### config.mk
export PLATFORM = sky130hd
export DESIGN_NAME = uart_tx
export DESIGN_NICKNAME = d
export VERILOG_FILES = /design/src/rtl/uart_pkg.sv /design/src/rtl/uart_baud_tick.sv /design/src/rtl/uart_tx.sv
export SDC_FILE = /design/constraint.sdc
export NUM_CORES = 1
export LEC_CHECK = 0
export CORE_MARGIN = 2
export CORE_UTILIZATION = 37
export DETAILED_ROUTE_END_ITERATION = 16
export GPL_TIMING_DRIVEN = 0
export HOLD_SLACK_MARGIN = 0.02
export PLACE_DENSITY = 0.6
export SYNTH_ARGS = -nofsm -noshare
export SYNTH_HDL_FRONTEND = slang
export SYNTH_SLANG_ARGS = --single-unit
### constraint.sdc
create_clock -name clk -period 2.4 [get_ports clk]
set_clock_uncertainty 0.1 [all_clocks]
set_input_delay 0.72 -clock clk [delete_from_list [all_inputs] [get_ports clk]]
set_output_delay 0.72 -clock clk [all_outputs]
set_load 0.05 [all_outputs]
### src/rtl/uart_pkg.sv
// Shared UART definitions: baud default, data width, frame lengths and the
// serial FSM state encoding used by both uart_tx and uart_rx.
package uart_pkg;

    localparam int BAUD_DIV_DEFAULT = 434;
    localparam int DATA_W           = 8;
    localparam int FRAME_BITS_8N1   = 10;
    localparam int FRAME_BITS_8E1   = 11;

    typedef enum logic [2:0] {
        IDLE   = 3'd0,
        START  = 3'd1,
        DATA   = 3'd2,
        PARITY = 3'd3,
        STOP   = 3'd4
    } uart_state_e;

    function automatic logic even_parity(input logic [DATA_W-1:0] d);
        return ^d;
    endfunction

endpackage

### src/rtl/uart_baud_tick.sv
// Mod-DIV bit-period counter with synchronous clear; tick is high during the
// last clock of each period while enabled.
module uart_baud_tick #(
    parameter int DIV = 434
) (
    input  logic clk,
    input  logic rst_n,
    input  logic clr,
    input  logic en,
    output logic tick
);

    localparam int CW = (DIV > 1) ? $clog2(DIV) : 1;
    localparam logic [CW-1:0] LAST = CW'(DIV - 1);

    logic [CW-1:0] cnt_r;

    assign tick = en & (cnt_r == LAST);

    // bit-period counter
    always_ff @(posedge clk) begin
        if (!rst_n) begin
            cnt_r <= '0;
        end else if (clr) begin
            cnt_r <= '0;
        end else if (en) begin
            cnt_r <= tick ? '0 : cnt_r + CW'(1);
        end else begin
            cnt_r <= cnt_r;
        end
    end

endmodule

### src/rtl/uart_tx.sv
// UART transmitter, 8N1 with a one-entry holding register for gapless frames.
// Define UART_TX_PARITY_EN to insert an even-parity bit (8E1).
module uart_tx
    import uart_pkg::*;
#(
    parameter int BAUD_DIV = BAUD_DIV_DEFAULT
) (
    input  logic              clk,
    input  logic              rst_n,
    input  logic [DATA_W-1:0] data_in,
    input  logic              valid_in,
    output logic              ready,
    output logic              tx,
    output logic              busy
);

    uart_state_e       state_r, state_s;
    logic [DATA_W-1:0] hold_r;
    logic [DATA_W-1:0] shift_r, shift_s;
    logic [2:0]        bit_cnt_r, bit_cnt_s;
    logic              hold_full_r;
    logic              tx_r, tx_s;
    logic              drain_s;
    logic              accept_s;
    logic              tick_s;
`ifdef UART_TX_PARITY_EN
    logic              par_r, par_s;
`endif

    assign ready    = rst_n & ~hold_full_r;
    assign accept_s = valid_in & ready;
    assign busy     = (state_r != IDLE) | hold_full_r;
    assign tx       = tx_r;

    uart_baud_tick #(.DIV(BAUD_DIV)) u_baud (
        .clk   (clk),
        .rst_n (rst_n),
        .clr   (state_r == IDLE),
        .en    (state_r != IDLE),
        .tick  (tick_s)
    );

    // next-state, shift and next tx level (tx is registered from tx_s)
    always_comb begin
        state_s   = state_r;
        shift_s   = shift_r;
        bit_cnt_s = bit_cnt_r;
        tx_s      = tx_r;
        drain_s   = 1'b0;
`ifdef UART_TX_PARITY_EN
        par_s     = par_r;
`endif
        case (state_r)
            IDLE: begin
                if (hold_full_r) begin
                    drain_s = 1'b1;
                    shift_s = hold_r;
`ifdef UART_TX_PARITY_EN
                    par_s   = even_parity(hold_r);
`endif
                    state_s = START;
                    tx_s    = 1'b0;
                end else begin
                    tx_s    = 1'b1;
                end
            end
            START: begin
                if (tick_s) begin
                    state_s   = DATA;
                    bit_cnt_s = 3'd0;
                    tx_s      = shift_r[0];
                end else begin
                    tx_s      = 1'b0;
                end
            end
            DATA: begin
                if (tick_s) begin
                    if (bit_cnt_r == 3'd7) begin
`ifdef UART_TX_PARITY_EN
                        state_s = PARITY;
                        tx_s    = par_r;
`else
                        state_s = STOP;
                        tx_s    = 1'b1;
`endif
                    end else begin
                        shift_s   = {1'b0, shift_r[DATA_W-1:1]};
                        bit_cnt_s = bit_cnt_r + 3'd1;
                        tx_s      = shift_r[1];
                    end
                end else begin
                    tx_s = shift_r[0];
                end
            end
`ifdef UART_TX_PARITY_EN
            PARITY: begin
                if (tick_s) begin
                    state_s = STOP;
                    tx_s    = 1'b1;
                end else begin
                    tx_s    = par_r;
                end
            end
`endif
            STOP: begin
                // a pending byte starts immediately, giving gapless frames
                if (tick_s && hold_full_r) begin
                    drain_s = 1'b1;
                    shift_s = hold_r;
`ifdef UART_TX_PARITY_EN
                    par_s   = even_parity(hold_r);
`endif
                    state_s = START;
                    tx_s    = 1'b0;
                end else if (tick_s) begin
                    state_s = IDLE;
                    tx_s    = 1'b1;
                end else begin
                    tx_s    = 1'b1;
                end
            end
            default: begin
                state_s = IDLE;
                tx_s    = 1'b1;
            end
        endcase
    end

    // FSM, shifter and tx registers
    always_ff @(posedge clk) begin
        if (!rst_n) begin
            state_r   <= IDLE;
            shift_r   <= '0;
            bit_cnt_r <= 3'd0;
            tx_r      <= 1'b1;
`ifdef UART_TX_PARITY_EN
            par_r     <= 1'b0;
`endif
        end else begin
            state_r   <= state_s;
            shift_r   <= shift_s;
            bit_cnt_r <= bit_cnt_s;
            tx_r      <= tx_s;
`ifdef UART_TX_PARITY_EN
            par_r     <= par_s;
`endif
        end
    end

    // holding register; accept and drain are mutually exclusive via ready
    always_ff @(posedge clk) begin
        if (!rst_n) begin
            hold_full_r <= 1'b0;
            hold_r      <= '0;
        end else if (accept_s) begin
            hold_full_r <= 1'b1;
            hold_r      <= data_in;
        end else if (drain_s) begin
            hold_full_r <= 1'b0;
            hold_r      <= hold_r;
        end else begin
            hold_full_r <= hold_full_r;
            hold_r      <= hold_r;
        end
    end

endmodule

Yosys cells after proc, flatten, opt, wreduce, memory -nomap -nowiden
Index checks and enable logic that the tools add are counted.
{"block": "word_totals", "wordCells": 64, "ff_bits": 33}
{"block": "classes", "n_mux": 27, "n_bitwise": 6, "n_reduce_logical": 10, "add_sub_neg": 2, "n_eq_ne": 12}
{"cell": "8-bit 2-to-1 mux", "n": 4}
{"cell": "3-bit 2-to-1 mux", "n": 8}
{"cell": "8-bit one-hot mux with 3 select lines", "n": 1}
{"cell": "2-bit inequality test, second input constant", "n": 6}
{"cell": "3-bit one-hot mux with 4 select lines", "n": 1}
{"cell": "5-bit AND reduction", "n": 2}
{"cell": "9-bit by 1-bit adder with 9-bit output, second input constant", "n": 1}
{"cell": "9-bit == test, second input constant", "n": 1}
{"cell": "1-bit 2-to-1 mux", "n": 9}
{"cell": "9-bit 2-to-1 mux", "n": 1}
{"cell": "3-bit == test, second input constant", "n": 2}
{"cell": "3-bit one-hot mux with 2 select lines", "n": 1}
{"cell": "3-bit nonzero test", "n": 2}
{"cell": "1-bit one-hot mux with 4 select lines", "n": 1}
{"cell": "4-bit AND reduction", "n": 1}
{"cell": "2-bit nonzero test", "n": 2}
{"cell": "3-bit by 1-bit adder with 3-bit output, second input constant", "n": 1}
{"cell": "1-bit bitwise AND", "n": 3}
{"cell": "3-bit by 1-bit == test with 1-bit output, second input constant", "n": 1}
{"cell": "3-bit by 2-bit == test with 1-bit output, second input constant", "n": 1}
{"cell": "3-bit logical NOT", "n": 1}
{"cell": "3-bit inequality test, second input constant", "n": 1}
{"cell": "1-bit inverter", "n": 2}
{"cell": "1-bit one-hot mux with 2 select lines", "n": 1}
{"cell": "3 further kinds", "n": 3}

Depth between registers and ports, before layout
{"block": "logic_depth", "word_depth": 7, "mapped_depth": 7, "depth_no_buf": 6}

Cells and area by module
A second synthesis with hierarchy kept.
{"block": "hier_totals", "hier_cells": 183, "area_unflattened_um2": 1716.6}
{"mod": "uart_tx", "cells_per_inst": 131, "area_each_um2": 1247.4, "seq_area_each_um2": 480.5, "instances": 1}
{"mod": "uart_baud_tick", "cells_per_inst": 52, "area_each_um2": 469.2, "seq_area_each_um2": 180.2, "instances": 1}

Least setup slack after synthesis
Ideal clock, no wire load.
{"block": "synth_path", "path_kind": "input port to output port", "startpoint": "input rst_n", "endpoint": "output ready", "stages": 3, "t_arrival_ns": 1.985, "setup_slack_ns": -0.405, "path_cell_list": "clkbuf_1 -> clkbuf_1 -> nor2b_1"}
{"block": "synth_between", "elab_chain_cells": 1}
{"item": "from (decl)", "line": "uart_tx.sv:9", "text": "input logic rst_n,"}
{"item": "1-bit bitwise AND", "line": "uart_tx.sv:30", "text": "assign ready = rst_n & ~hold_full_r;"}
{"item": "to (decl)", "line": "uart_tx.sv:12", "text": "output logic ready,"}
No other way between the ends.

Worst setup path after layout
{"block": "layout_path", "startpoint": "register state_r[2]", "endpoint": "output busy"}
{"block": "layout_between", "elab_chain_cells": 2}
{"item": "from (decl)", "line": "uart_tx.sv:17", "text": "uart_state_e state_r, state_s;"}
{"item": "from (signal assigned)", "line": "uart_tx.sv:140", "text": "state_r <= state_s;"}
{"item": "3-bit nonzero test", "line": "uart_tx.sv:32", "text": "assign busy = (state_r != IDLE) | hold_full_r;"}
{"item": "1-bit OR", "line": "uart_tx.sv:32"}
{"item": "to (decl)", "line": "uart_tx.sv:14", "text": "output logic busy"}
No other way between the ends.

==> results.sh <==
export IMPL_crit_arrival_ps=1550
export IMPL_drc=0
export IMPL_nFillCells=438
export IMPL_regArea_um2=663
export IMPL_synth_cells=175
export IMPL_setup_slack_ps=27.7
export IMPL_synthTopCellsByArea="dfxtp_1 (40%), mux2i_1 (12%), nand2_1 (5.3%)"
export IMPL_synth_top_area_cell="dfxtp_1"
export IMPL_cap_violations=0
export IMPL_multi_input_area_um2=922
export IMPL_fin_nets=209
export IMPL_gr_total_overflow=0
export IMPL_placed_area_um2=1830
export IMPL_row_count=24
export IMPL_clkSinkCount=33
export IMPL_syn_area_um2=1640
export IMPL_synthTopCellsByCount="dfxtp_1 (33), nand2_1 (23), mux2i_1 (19)"
export IMPL_cts_tree="yes"
export IMPL_pin_count=14
export IMPL_core_area_um2=4320
export IMPL_setup_violations=0
export IMPL_gp_congestion=0.770
export IMPL_grt_setup_unrepaired="true"
export IMPL_r2r_start="bit_cnt_r[0]"
export IMPL_async_flop_share_pct=0
export IMPL_die_h_um=70.6
export IMPL_min_from="shift_r[3]"
export IMPL_clk_latency_ps=280
export IMPL_io_buffers=12
export IMPL_cts_max_level=2
export IMPL_fin_crit_ps=2370
export IMPL_cp_end_kind="output pin"
export IMPL_cts_made_buffers=5
export IMPL_cts_setup_buffers=0
export IMPL_dieArea_um2=4980
export IMPL_slew_headroom_pct=67.6
export IMPL_path_max_fanout=10
export IMPL_n_antenna_cell=0
export IMPL_rr_endpoint="shift_r[7]"
export IMPL_layout_drive_gt1_share_pct=16.5
export IMPL_fin_crit_sh_pct=98.8
export IMPL_viasPerCell=5.14
export IMPL_initial_utilization_pct=37.9
export IMPL_area_delta_synth_final_pct=18.5
export IMPL_synth_warnings=0
export IMPL_cp_required_ps=1580
export IMPL_yosysMostFrequentCell="dfxtp_1"
export IMPL_grt_pass1_vias=1231
export IMPL_grt_antenna_before_repair=0
export IMPL_grt_first_pass_wirelength_mm=5.58
export IMPL_ys_ff_latch=33
export IMPL_first_pass_iters=4
export IMPL_max_freq_ghz=0.422
export IMPL_antenna_left=0
export IMPL_peakVddDrop_v=0.000283
export IMPL_report_final_slew_viol_count=0
export IMPL_hold_end="shift_r[3]"
export IMPL_post_drt_wl_per_cell_um=12.9
export IMPL_power_leakage_nw=0.773
export IMPL_hold_path_class="flop to flop"
export IMPL_hold_depth=2
export IMPL_power_per_cell_area_nw_per_um2=582
export IMPL_cts_root_buf="clkbuf_8"
export IMPL_initialDrtViolationCount=110
export IMPL_grt_total_usage_pct=14.2
export IMPL_hold_viol_final=0
export IMPL_dp_slack_ps=-807
export IMPL_r2r_slack_ps=430
export IMPL_syn_nets=190
export IMPL_synthFlopType="dfxtp_1"
export IMPL_ys_seq_area_share_pct=40.3
export IMPL_synth_edff_count=0
export IMPL_clkTransAtPathRegs_ps=70
export IMPL_syn_avg_cell_area_um2=9.37
export IMPL_outcome="complete, no violations"
export IMPL_fin_area_um2=1940
export IMPL_criticalPathCategory="flop to output pin"
export IMPL_routed_wl_mm=3.18
export IMPL_clockBufferDepth=2
export IMPL_num_vias=1264
export IMPL_yosysTopAreaCellShare_pct=40.3
export IMPL_start_kind="flop"
export IMPL_grt_max_degree=11
export IMPL_r2r_cells=6
export IMPL_dp_hpwl_mm=2.33
export IMPL_die_x_um=70.6
export IMPL_ys_types=39
export IMPL_hold_buffers=0
export IMPL_worst_pin_slew_ps=485
==> power by group <==
group          leakage (nW)  internal [mW]  total, mW  switching, mW
registers             0.269          0.564      0.576         0.0116
logic                 0.460         0.0682      0.141         0.0729
clock network        0.0443          0.227      0.413          0.186
total                 0.773          0.860       1.13          0.270
==> area by class of cell <==
| cell class | count | share of cell area [%] |
|---|---|---|
| inverters | 3 | 0.580 |
| repair buffers | 12 | 6.31 |
| flip-flops and latches | 33 | 34.1 |
| plain buffers | 10 | 3.67 |
| clock buffers | 7 | 4.45 |
| well taps | 52 | 3.35 |
| multi-input cells | 129 | 47.5 |
==> per-stage QoR <==
stage          cells  TNS, ps  hold slack, ps  util [%]  total power [mW]
2_1_floorplan    175        0             331         -             0.680
3_3_place_gp     239    -1140             340      42.4             0.720
3_5_place_dp     239    -1150             355      42.4             0.723
4_1_cts          246        0             364      44.9              1.14
5_1_grt          246    -18.1             394      44.9              1.19
6_report         246        0             364      44.9              1.13
==> worst max-delay path, stage by stage (launching register included) <==
cell     delay (ps)
dfxtp_2         330
buf_6           140
or3_4           410
or2_4           240
buf_8           150
==> per-layer routing <==
layer  track usage (%)  share of wire (%)  up-vias
met5                 0                  0        -
met4              6.50               0.79        0
met3              4.56                4.1        2
met2              23.3                 49       23
met1              17.0                 46      605
li1                  -                  -      634
==> worst max path at each step <==
| stage | cells past startpoint | slack (ps) | from | endpoint |
|---|---|---|---|---|
| after floorplan | 3 | 60 | rst_n | ready |
| after global placement | 4 | -800 | rst_n | ready |
| after detailed placement | 4 | -810 | rst_n | ready |
| after CTS | 4 | 30 | state_r[2] | busy |
| after global routing | 4 | -20 | state_r[2] | busy |
| final | 4 | 30 | state_r[2] | busy |
==> timing repair <==
item	CTS	global route
resized for setup	21	2
hold endpoints to repair	0	0
setup endpoints to repair	2	2
==> state kept, by name, indices dropped and copies added, names as in the netlist <==
name          count
bit_cnt_r         3
hold_r            8
shift_r           8
tx                1
u_baud.cnt_r      9
hold_full_r       1
state_r           3
==> placed cells by master (no fill, tap or decap), drive strengths merged, types with 2 or more instances in the layout <==
cell	instances
nor3	3
xor2	7
a21oi	7
clkbuf	10
nand3	4
mux2i	19
clkdlybuf4s50	10
dfxtp	33
nand4	5
nand3b	2
nor2b	12
o21a	2
nand2b	4
mux2	7
ha	4
o21ai	4
buf	9
nand2	23
nor2	13
inv	3
==> cell families (layout without fill, tap and decap cells) <==
logic type / after synthesis / in the layout / synth area share [%]
fa+ha+maj: 4 / 4 / 3.05
buf+inv: 13 / 32 / 4.35
xor+xnor: 7 / 7 / 3.74
compound gates: 15 / 15 / 6.41
flops: 33 / 33 / 40.3
simple gates: 77 / 77 / 25.7
mux: 26 / 26 / 16.4
No activity file was read; power rests on OpenSTA's default activity.
